**config.mk**
```make
export PLATFORM = sky130hd
export DESIGN_NAME = alu_exec_responder_flat
export DESIGN_NICKNAME = d
export VERILOG_FILES = /design/src/rtl/alu_exec_responder_if.sv /design/src/rtl/alu_exec_responder.sv /design/src/flat_wrapper.sv
export SDC_FILE = /design/constraint.sdc
export NUM_CORES = 1
export LEC_CHECK = 0
export CAP_MARGIN = 20
export CORE_UTILIZATION = 50
export CTS_BUF_LIST = sky130_fd_sc_hd__clkbuf_8
export DETAILED_ROUTE_END_ITERATION = 12
export GPL_TIMING_DRIVEN = 0
export PLACE_DENSITY = 0.7
export REMOVE_ABC_BUFFERS = 1
export SLEW_MARGIN = 25
export SYNTH_ARGS = -nofsm -noshare
export SYNTH_HDL_FRONTEND = slang
export SYNTH_SLANG_ARGS = --single-unit
```
**constraint.sdc**
```tcl
create_clock -name clk -period 2.5 [get_ports clk]
set_input_delay 0.375 -clock clk [delete_from_list [all_inputs] [get_ports clk]]
set_output_delay 0.375 -clock clk [all_outputs]
set_load 0.02 [all_outputs]
```
**src/rtl/alu_exec_responder_if.sv**
```systemverilog
// +-----------------------------------------------------------------------------
// | alu_exec_responder_if : request/response bundle of the ALU responder
// | Rev 1.0
// +-----------------------------------------------------------------------------
`default_nettype none

interface alu_exec_responder_if #(
    parameter int WIDTH = 8
);
    logic             in_valid;
    logic             in_ready;
    logic [WIDTH-1:0] a;
    logic [WIDTH-1:0] b;
    logic [2:0]       op;
    logic             out_valid;
    logic             out_ready;
    logic [WIDTH-1:0] result;
    logic             carry;
    logic             zero;

    modport master (
        output in_valid, a, b, op, out_ready,
        input  in_ready, out_valid, result, carry, zero
    );

    modport slave (
        input  in_valid, a, b, op, out_ready,
        output in_ready, out_valid, result, carry, zero
    );
endinterface

`default_nettype wire

```
**src/rtl/alu_exec_responder.sv**
```systemverilog
// +-----------------------------------------------------------------------------
// | alu_exec_responder : one-stage ALU feeding an in-order FWFT result buffer
// | Rev 1.0
// +-----------------------------------------------------------------------------
`default_nettype none

module alu_exec_responder #(
    parameter int WIDTH = 8,
    parameter int DEPTH = 4
) (
    input  wire logic           clk,
    input  wire logic           rst_n,
    alu_exec_responder_if.slave bus
);
    localparam int PW = $clog2(DEPTH);
    localparam int CW = PW + 1;
    localparam int EW = WIDTH + 2;
    localparam logic [CW-1:0] c_depth = CW'(DEPTH);

    localparam logic [2:0] c_op_add = 3'd0;
    localparam logic [2:0] c_op_sub = 3'd1;
    localparam logic [2:0] c_op_and = 3'd2;
    localparam logic [2:0] c_op_or  = 3'd3;
    localparam logic [2:0] c_op_xor = 3'd4;
    localparam logic [2:0] c_op_shl = 3'd5;
    localparam logic [2:0] c_op_shr = 3'd6;

    logic             r_s1_valid;
    logic [WIDTH-1:0] r_a;
    logic [WIDTH-1:0] r_b;
    logic [2:0]       r_op;
    logic [PW-1:0]    r_wr;
    logic [PW-1:0]    r_rd;
    logic [CW-1:0]    r_count;
    logic [EW-1:0]    r_mem [DEPTH];

    logic [CW-1:0]    w_occ;
    logic             w_accept;
    logic             w_push;
    logic             w_pop;
    logic             w_out_valid;
    logic [WIDTH:0]   w_sum;
    logic [WIDTH:0]   w_diff;
    logic [WIDTH-1:0] w_res;
    logic             w_carry;
    logic             w_zero;
    logic [EW-1:0]    w_head;

    // Readiness looks only at registered occupancy, so a same-cycle pop never
    // opens a slot early and the buffer cannot overflow.
    assign w_occ       = r_count + {{PW{1'b0}}, r_s1_valid};
    assign bus.in_ready = (w_occ < c_depth);
    assign w_accept    = bus.in_valid && bus.in_ready;
    assign w_push      = r_s1_valid;
    assign w_out_valid = (r_count != '0);
    assign w_pop       = w_out_valid && bus.out_ready;

    always_comb begin
        w_sum   = {1'b0, r_a} + {1'b0, r_b};
        w_diff  = {1'b0, r_a} - {1'b0, r_b};
        w_res   = '0;
        w_carry = 1'b0;
        case (r_op)
            c_op_add: begin w_res = w_sum[WIDTH-1:0];  w_carry = w_sum[WIDTH];  end
            c_op_sub: begin w_res = w_diff[WIDTH-1:0]; w_carry = w_diff[WIDTH]; end
            c_op_and: w_res = r_a & r_b;
            c_op_or:  w_res = r_a | r_b;
            c_op_xor: w_res = r_a ^ r_b;
            c_op_shl: begin w_res = {r_a[WIDTH-2:0], 1'b0}; w_carry = r_a[WIDTH-1]; end
            c_op_shr: begin w_res = {1'b0, r_a[WIDTH-1:1]}; w_carry = r_a[0];       end
            default:  w_res = r_b;
        endcase
        w_zero = (w_res == '0);
    end

    always_ff @(posedge clk) begin
        if (!rst_n) begin
            r_s1_valid <= 1'b0;
            r_wr       <= '0;
            r_rd       <= '0;
            r_count    <= '0;
        end else begin
            // Stage 1 always drains into the buffer on the following edge.
            r_s1_valid <= w_accept;
            if (w_push) r_wr <= r_wr + 1'b1;
            if (w_pop)  r_rd <= r_rd + 1'b1;
            case ({w_push, w_pop})
                2'b10:   r_count <= r_count + 1'b1;
                2'b01:   r_count <= r_count - 1'b1;
                default: r_count <= r_count;
            endcase
        end
    end

    always_ff @(posedge clk) begin
        if (w_accept) begin
            r_a  <= bus.a;
            r_b  <= bus.b;
            r_op <= bus.op;
        end
        if (w_push) r_mem[r_wr] <= {w_res, w_carry, w_zero};
    end

    assign w_head        = r_mem[r_rd];
    assign bus.out_valid = w_out_valid;
    assign bus.result    = w_out_valid ? w_head[EW-1:2] : '0;
    assign bus.carry     = w_out_valid ? w_head[1] : 1'b0;
    assign bus.zero      = w_out_valid ? w_head[0] : 1'b0;
endmodule

`default_nettype wire

```
**src/flat_wrapper.sv**
```systemverilog
// flat-port wrapper written by rule: the top's interface ports become plain ports
module alu_exec_responder_flat 
#(
    parameter int WIDTH = 8,
    parameter int DEPTH = 4
)
  (clk, rst_n, bus_in_valid, bus_a, bus_b, bus_op, bus_out_ready, bus_in_ready, bus_out_valid, bus_result, bus_carry, bus_zero);
  alu_exec_responder_if #(.WIDTH(WIDTH)) bus_i ();
  input  wire logic clk;
  input  wire logic rst_n;
  input wire logic [$bits(bus_i.in_valid)-1:0] bus_in_valid;
  input wire logic [$bits(bus_i.a)-1:0] bus_a;
  input wire logic [$bits(bus_i.b)-1:0] bus_b;
  input wire logic [$bits(bus_i.op)-1:0] bus_op;
  input wire logic [$bits(bus_i.out_ready)-1:0] bus_out_ready;
  output wire logic [$bits(bus_i.in_ready)-1:0] bus_in_ready;
  output wire logic [$bits(bus_i.out_valid)-1:0] bus_out_valid;
  output wire logic [$bits(bus_i.result)-1:0] bus_result;
  output wire logic [$bits(bus_i.carry)-1:0] bus_carry;
  output wire logic [$bits(bus_i.zero)-1:0] bus_zero;
  assign bus_i.in_valid = bus_in_valid;
  assign bus_i.a = bus_a;
  assign bus_i.b = bus_b;
  assign bus_i.op = bus_op;
  assign bus_i.out_ready = bus_out_ready;
  assign bus_in_ready = bus_i.in_ready;
  assign bus_out_valid = bus_i.out_valid;
  assign bus_result = bus_i.result;
  assign bus_carry = bus_i.carry;
  assign bus_zero = bus_i.zero;
  alu_exec_responder #(.WIDTH(WIDTH), .DEPTH(DEPTH)) u_core (.clk(clk), .rst_n(rst_n), .bus(bus_i));
endmodule
```
==> insert_results.sql <==
INSERT INTO impl_metrics (metric_group, metric, value, unit) VALUES
('run_status', 'run_status', 'finished with violations', ''),
('run_status', 'violated_checks', 'setup timing', ''),
('synth', 'synthesized_area', '4090', 'sq um'),
('clock_tree', 'cts_max_path_buffers', '2', ''),
('placed_design', 'port_buffers', '34', ''),
('power', 'leakage', '2.00', 'nW'),
('synth', 'synth_warnings', '0', ''),
('sta', 'final.setup_skew', '0.0122', 'ns'),
('global_routing', 'antenna_found_initial', '0', ''),
('floorplanning', 'design.die.area', '8550', 'sq um'),
('final_layout', 'finalCoreUtilization', '0.652', ''),
('synth', 'synth-seq-cells', '69', ''),
('route', 'first_pass_iters', '4', ''),
('clock_tree', 'clkSinkCount', '69', ''),
('sta', 'slew_worst_pin', '0.885', 'ns'),
('sta', 'slew_headroom', '0.410', ''),
('synth', 'largest_cells_by_area_after_synthesis', 'edfxtp_1, ha_1, mux4_2', ''),
('route', 'dr.first_iter.drc_count', '97', ''),
('synth', 'netlist.top_cell.by_area', 'edfxtp_1', ''),
('route', 'vias', '2876', ''),
('critical_path', 'path_class', 'flop to flop', ''),
('final_layout', 'layout-drive-gt1-share', '0.240', ''),
('clock_tree', 'cts_root_buffer', 'clkbuf_8', ''),
('synth', 'synth_top_area_frac', '0.433', ''),
('placed_design', 'dpl_cell_area', '4440', 'sq um'),
('global_routing', 'grt.overflow.total', '0', ''),
('critical_path', 'worstSetupEndpointType', 'flop', ''),
('sta', 'timing.final.crit_period', '2.67', 'ns'),
('critical_path', 'worstPathArrival', '2.81', 'ns'),
('power', 'design_power_total', '4.27', 'mW'),
('clock_tree', 'cts-htree-levels', '3', ''),
('placed_design', 'place_hpwl', '5.44', 'mm'),
('synth', 'avg_cell_area_syn', '11.9', 'sq um'),
('global_routing', 'grt_busiest_layer', 'met2', ''),
('critical_path', 'critical_path.startpoint_type', 'flop', ''),
('global_routing', 'grt_pass1_wl', '14.0', 'mm'),
('power', 'ir_worst_vdd', '371', 'uV'),
('sta', 'layout_worst_path_cycle_share', '1.07', ''),
('global_routing', 'global_route.usage.met2', '0.364', ''),
('route', 'drt_wl_total', '8.50', 'mm'),
('floorplanning', 'rows', '32', ''),
('floorplanning', 'initial_core_util', '0.524', ''),
('synth', 'netlist-cell-type-count', '61', ''),
('clock_tree', 'clock_latency', '0.35', 'ns'),
('clock_tree', 'cts_inserted_buffers', '9', ''),
('route', 'routed_via_density', '5.64', ''),
('synth', 'postSynth.asyncResetShare', '0', ''),
('final_layout', 'flow.area_growth_from_synthesis', '24.5', '%'),
('synth', 'synth_enable_flop_cells', '59', ''),
('synth', 'netlist_instances', '343', ''),
('global_routing', 'global_route.usage.total', '0.219', ''),
('route', 'detail-route-antenna-nets', '0', ''),
('route', 'drt_drc_violations_left', '0', ''),
('run', 'timing.max_cap.violations', '0', ''),
('synth', 'synth_flop_cell', 'edfxtp_1', ''),
('floorplanning', 'die_y', '92.4', 'microns'),
('global_routing', 'grtUsageMet3', '0.0525', ''),
('floorplanning', 'floorplan.core_area', '7810', 'sq um'),
('clock_tree', 'clkTransAtPathRegs', '0.07', 'ns'),
('critical_path', 'cp_cell_sequence', 'ha_2, inv_2, fa_1, inv_1, mux4_2, nor2_2, a211oi_2, or3_4, nor4_4', ''),
('global_routing', 'grt_max_degree', '20', ''),
('clock_tree', 'cts_tree', 'built', ''),
('sta', 'final_max_slew_viol_count', '0', ''),
('critical_path', 'critical_path.slowest_cell', 'fa_1', ''),
('critical_path', 'timing.critical_path.fanout_max', '4', ''),
('sta', 'unrepaired_setup_endpoints_after_global_routing', 'true', ''),
('final_layout', 'layout_cell_area_excl_fill', '5090', 'sq um'),
('floorplanning', 'dieWidth', '92.4', 'microns'),
('worst_hold_path', 'min_delay_worst_type', 'flop to flop', ''),
('global_routing', 'grt_pass1_vias', '2880', ''),
('critical_path', 'critPathRequiredTime', '2.63', 'ns'),
('power', 'cellPowerDensity', '838', 'nW/um^2'),
('synth', 'synth_seq_area_share', '0.482', ''),
('placed_design', 'gp_routability_congestion', '0.883', ''),
('sta', 'fmax', '374', 'MHz'),
('sta', 'final_hold_viol_count', '0', ''),
('global_routing', 'gr-usage-met1', '0.276', ''),
('sta', 'finalWorstSetupSlack', '-0.172', 'ns'),
('route', 'wl_per_cell', '16.7', 'microns'),
('final_layout', 'nNetsFinal', '459', ''),
('final_layout', 'antenna_cells', '0', ''),
('sta', 'setup_violations', '4', ''),
('critical_path', 'critPathMaxStageDelay', '0.50', 'ns'),
('floorplanning', 'top_level_port_count', '35', '');
==> final cells by class <==
class / count / area, sq um
Fill cell: 601 / 2720
Clock buffer: 9 / 124
Multi-Input combinational cell: 226 / 2040
Sequential cell: 69 / 1980
Tap cell: 102 / 128
Clock inverter: 7 / 116
Inverter: 31 / 116
Timing Repair Buffer: 66 / 593
==> power breakdown <==
part / total, mW / switching [mW] / internal [mW]
Sequential: 1.54 / 0.106 / 1.44
Clock: 1.10 / 0.438 / 0.660
Combinational: 1.63 / 0.834 / 0.793
==> kinds of logic after synthesis <==
logic type / count (synthesis) / share of synthesized area
AND/OR/NAND/NOR: 94 / 0.127
flip-flops: 69 / 0.482
AO/OA/AOI/OAI: 68 / 0.116
buffers and inverters: 48 / 0.0569
adder cells (fa/ha/maj): 33 / 0.106
multiplexers: 21 / 0.0896
XOR/XNOR: 10 / 0.0214
==> routing by layer <==
layer,share of wire,up-vias
li1,-,1377
met1,0.44,1390
met2,0.48,93
met3,0.052,16
met4,0.024,0
met5,0,-
==> path summary, 6_finish.rpt <==
path                               endpoint                      startpoint  cells past startpoint  slack (ns)
min          u_core.r_count[2]$_SDFFE_PN0P_  u_core.r_count[2]$_SDFFE_PN0P_                      2        0.53
max            u_core.r_mem[0][0]$_DFFE_PP_         u_core.r_a[0]$_DFFE_PP_                      9       -0.17
min reg2reg  u_core.r_count[2]$_SDFFE_PN0P_  u_core.r_count[2]$_SDFFE_PN0P_                      2        0.53
max reg2reg    u_core.r_mem[0][0]$_DFFE_PP_         u_core.r_a[0]$_DFFE_PP_                      9       -0.17
==> registers in the layout, summed over array words and instances (netlist names), named ones only <==
register	count
u_core.r_count	3
u_core.r_b	8
u_core.r_rd	2
u_core.r_a	8
u_core.r_wr	2
u_core.r_s1_valid	1
u_core.r_op	3
u_core.r_mem	40
==> worst max-delay path: cells and delay by family (launching register included) <==
kind                       cells  cell delay, ns
and+or+nand+nor                3            0.83
adders and majority gates      2            0.70
muxes                          1            0.45
DFF                            1            0.37
buffers and inverters          2            0.08
AOI/OAI and AO/OA              1            0.05
==> Yosys cell counts, types with 2 or more instances <==
library cell / count
nand3_1: 4
inv_1: 30
o31ai_1: 2
xnor2_1: 4
nor2b_1: 6
a211oi_1: 3
buf_4: 3
o21ai_0: 13
edfxtp_1: 59
o211ai_1: 3
a32o_1: 3
a31oi_1: 7
dfxtp_1: 10
buf_2: 3
nor3b_1: 2
xor2_1: 6
and2_1: 21
or3_1: 6
o21ai_1: 2
mux4_2: 12
buf_6: 5
a22o_1: 4
nor3_1: 7
and3_1: 2
nand2b_1: 5
a21o_1: 2
clkbuf_1: 5
nand3b_1: 2
fa_1: 3
a21oi_1: 11
nor2_1: 19
ha_1: 30
mux2i_1: 7
a22oi_1: 2
o221ai_1: 2
a221oi_1: 2
nand2_1: 12
==> timing repair <==
item                       4_1_cts  5_1_grt
setup buffers                   28        4
gates resized for setup         29       13
gates cloned                     0        0
hold buffers                     0        0
setup endpoints to repair       41       31
pin swaps                        8       12
==> cells in the final DEF (no fill, tap or decap), types with 12 or more instances in the layout <==
| master | instances |
|---|---|
| edfxtp_1 | 59 |
| buf_4 | 32 |
| clkdlybuf4s50_1 | 29 |
| inv_1 | 27 |
| ha_1 | 22 |
| and2_1 | 21 |
| nor2_1 | 18 |
| nand2_1 | 12 |
| o21ai_0 | 12 |
| mux4_2 | 12 |
==> stage by stage <==
| step | worst slack [ns] | TNS, ns | instances | hold WS (ns) |
|---|---|---|---|---|
| 2_1_floorplan | -0.0875 | -0.350 | 326 | 0.474 |
| 3_3_place_gp | -0.654 | -3.98 | 462 | 0.498 |
| 3_5_place_dp | -0.712 | -5.05 | 462 | 0.510 |
| 4_1_cts | -0.132 | -0.504 | 506 | 0.520 |
| 5_1_grt | -0.278 | -1.52 | 510 | 0.553 |
| 6_report | -0.172 | -0.654 | 510 | 0.526 |
No activity file was read; power rests on OpenSTA's default activity.
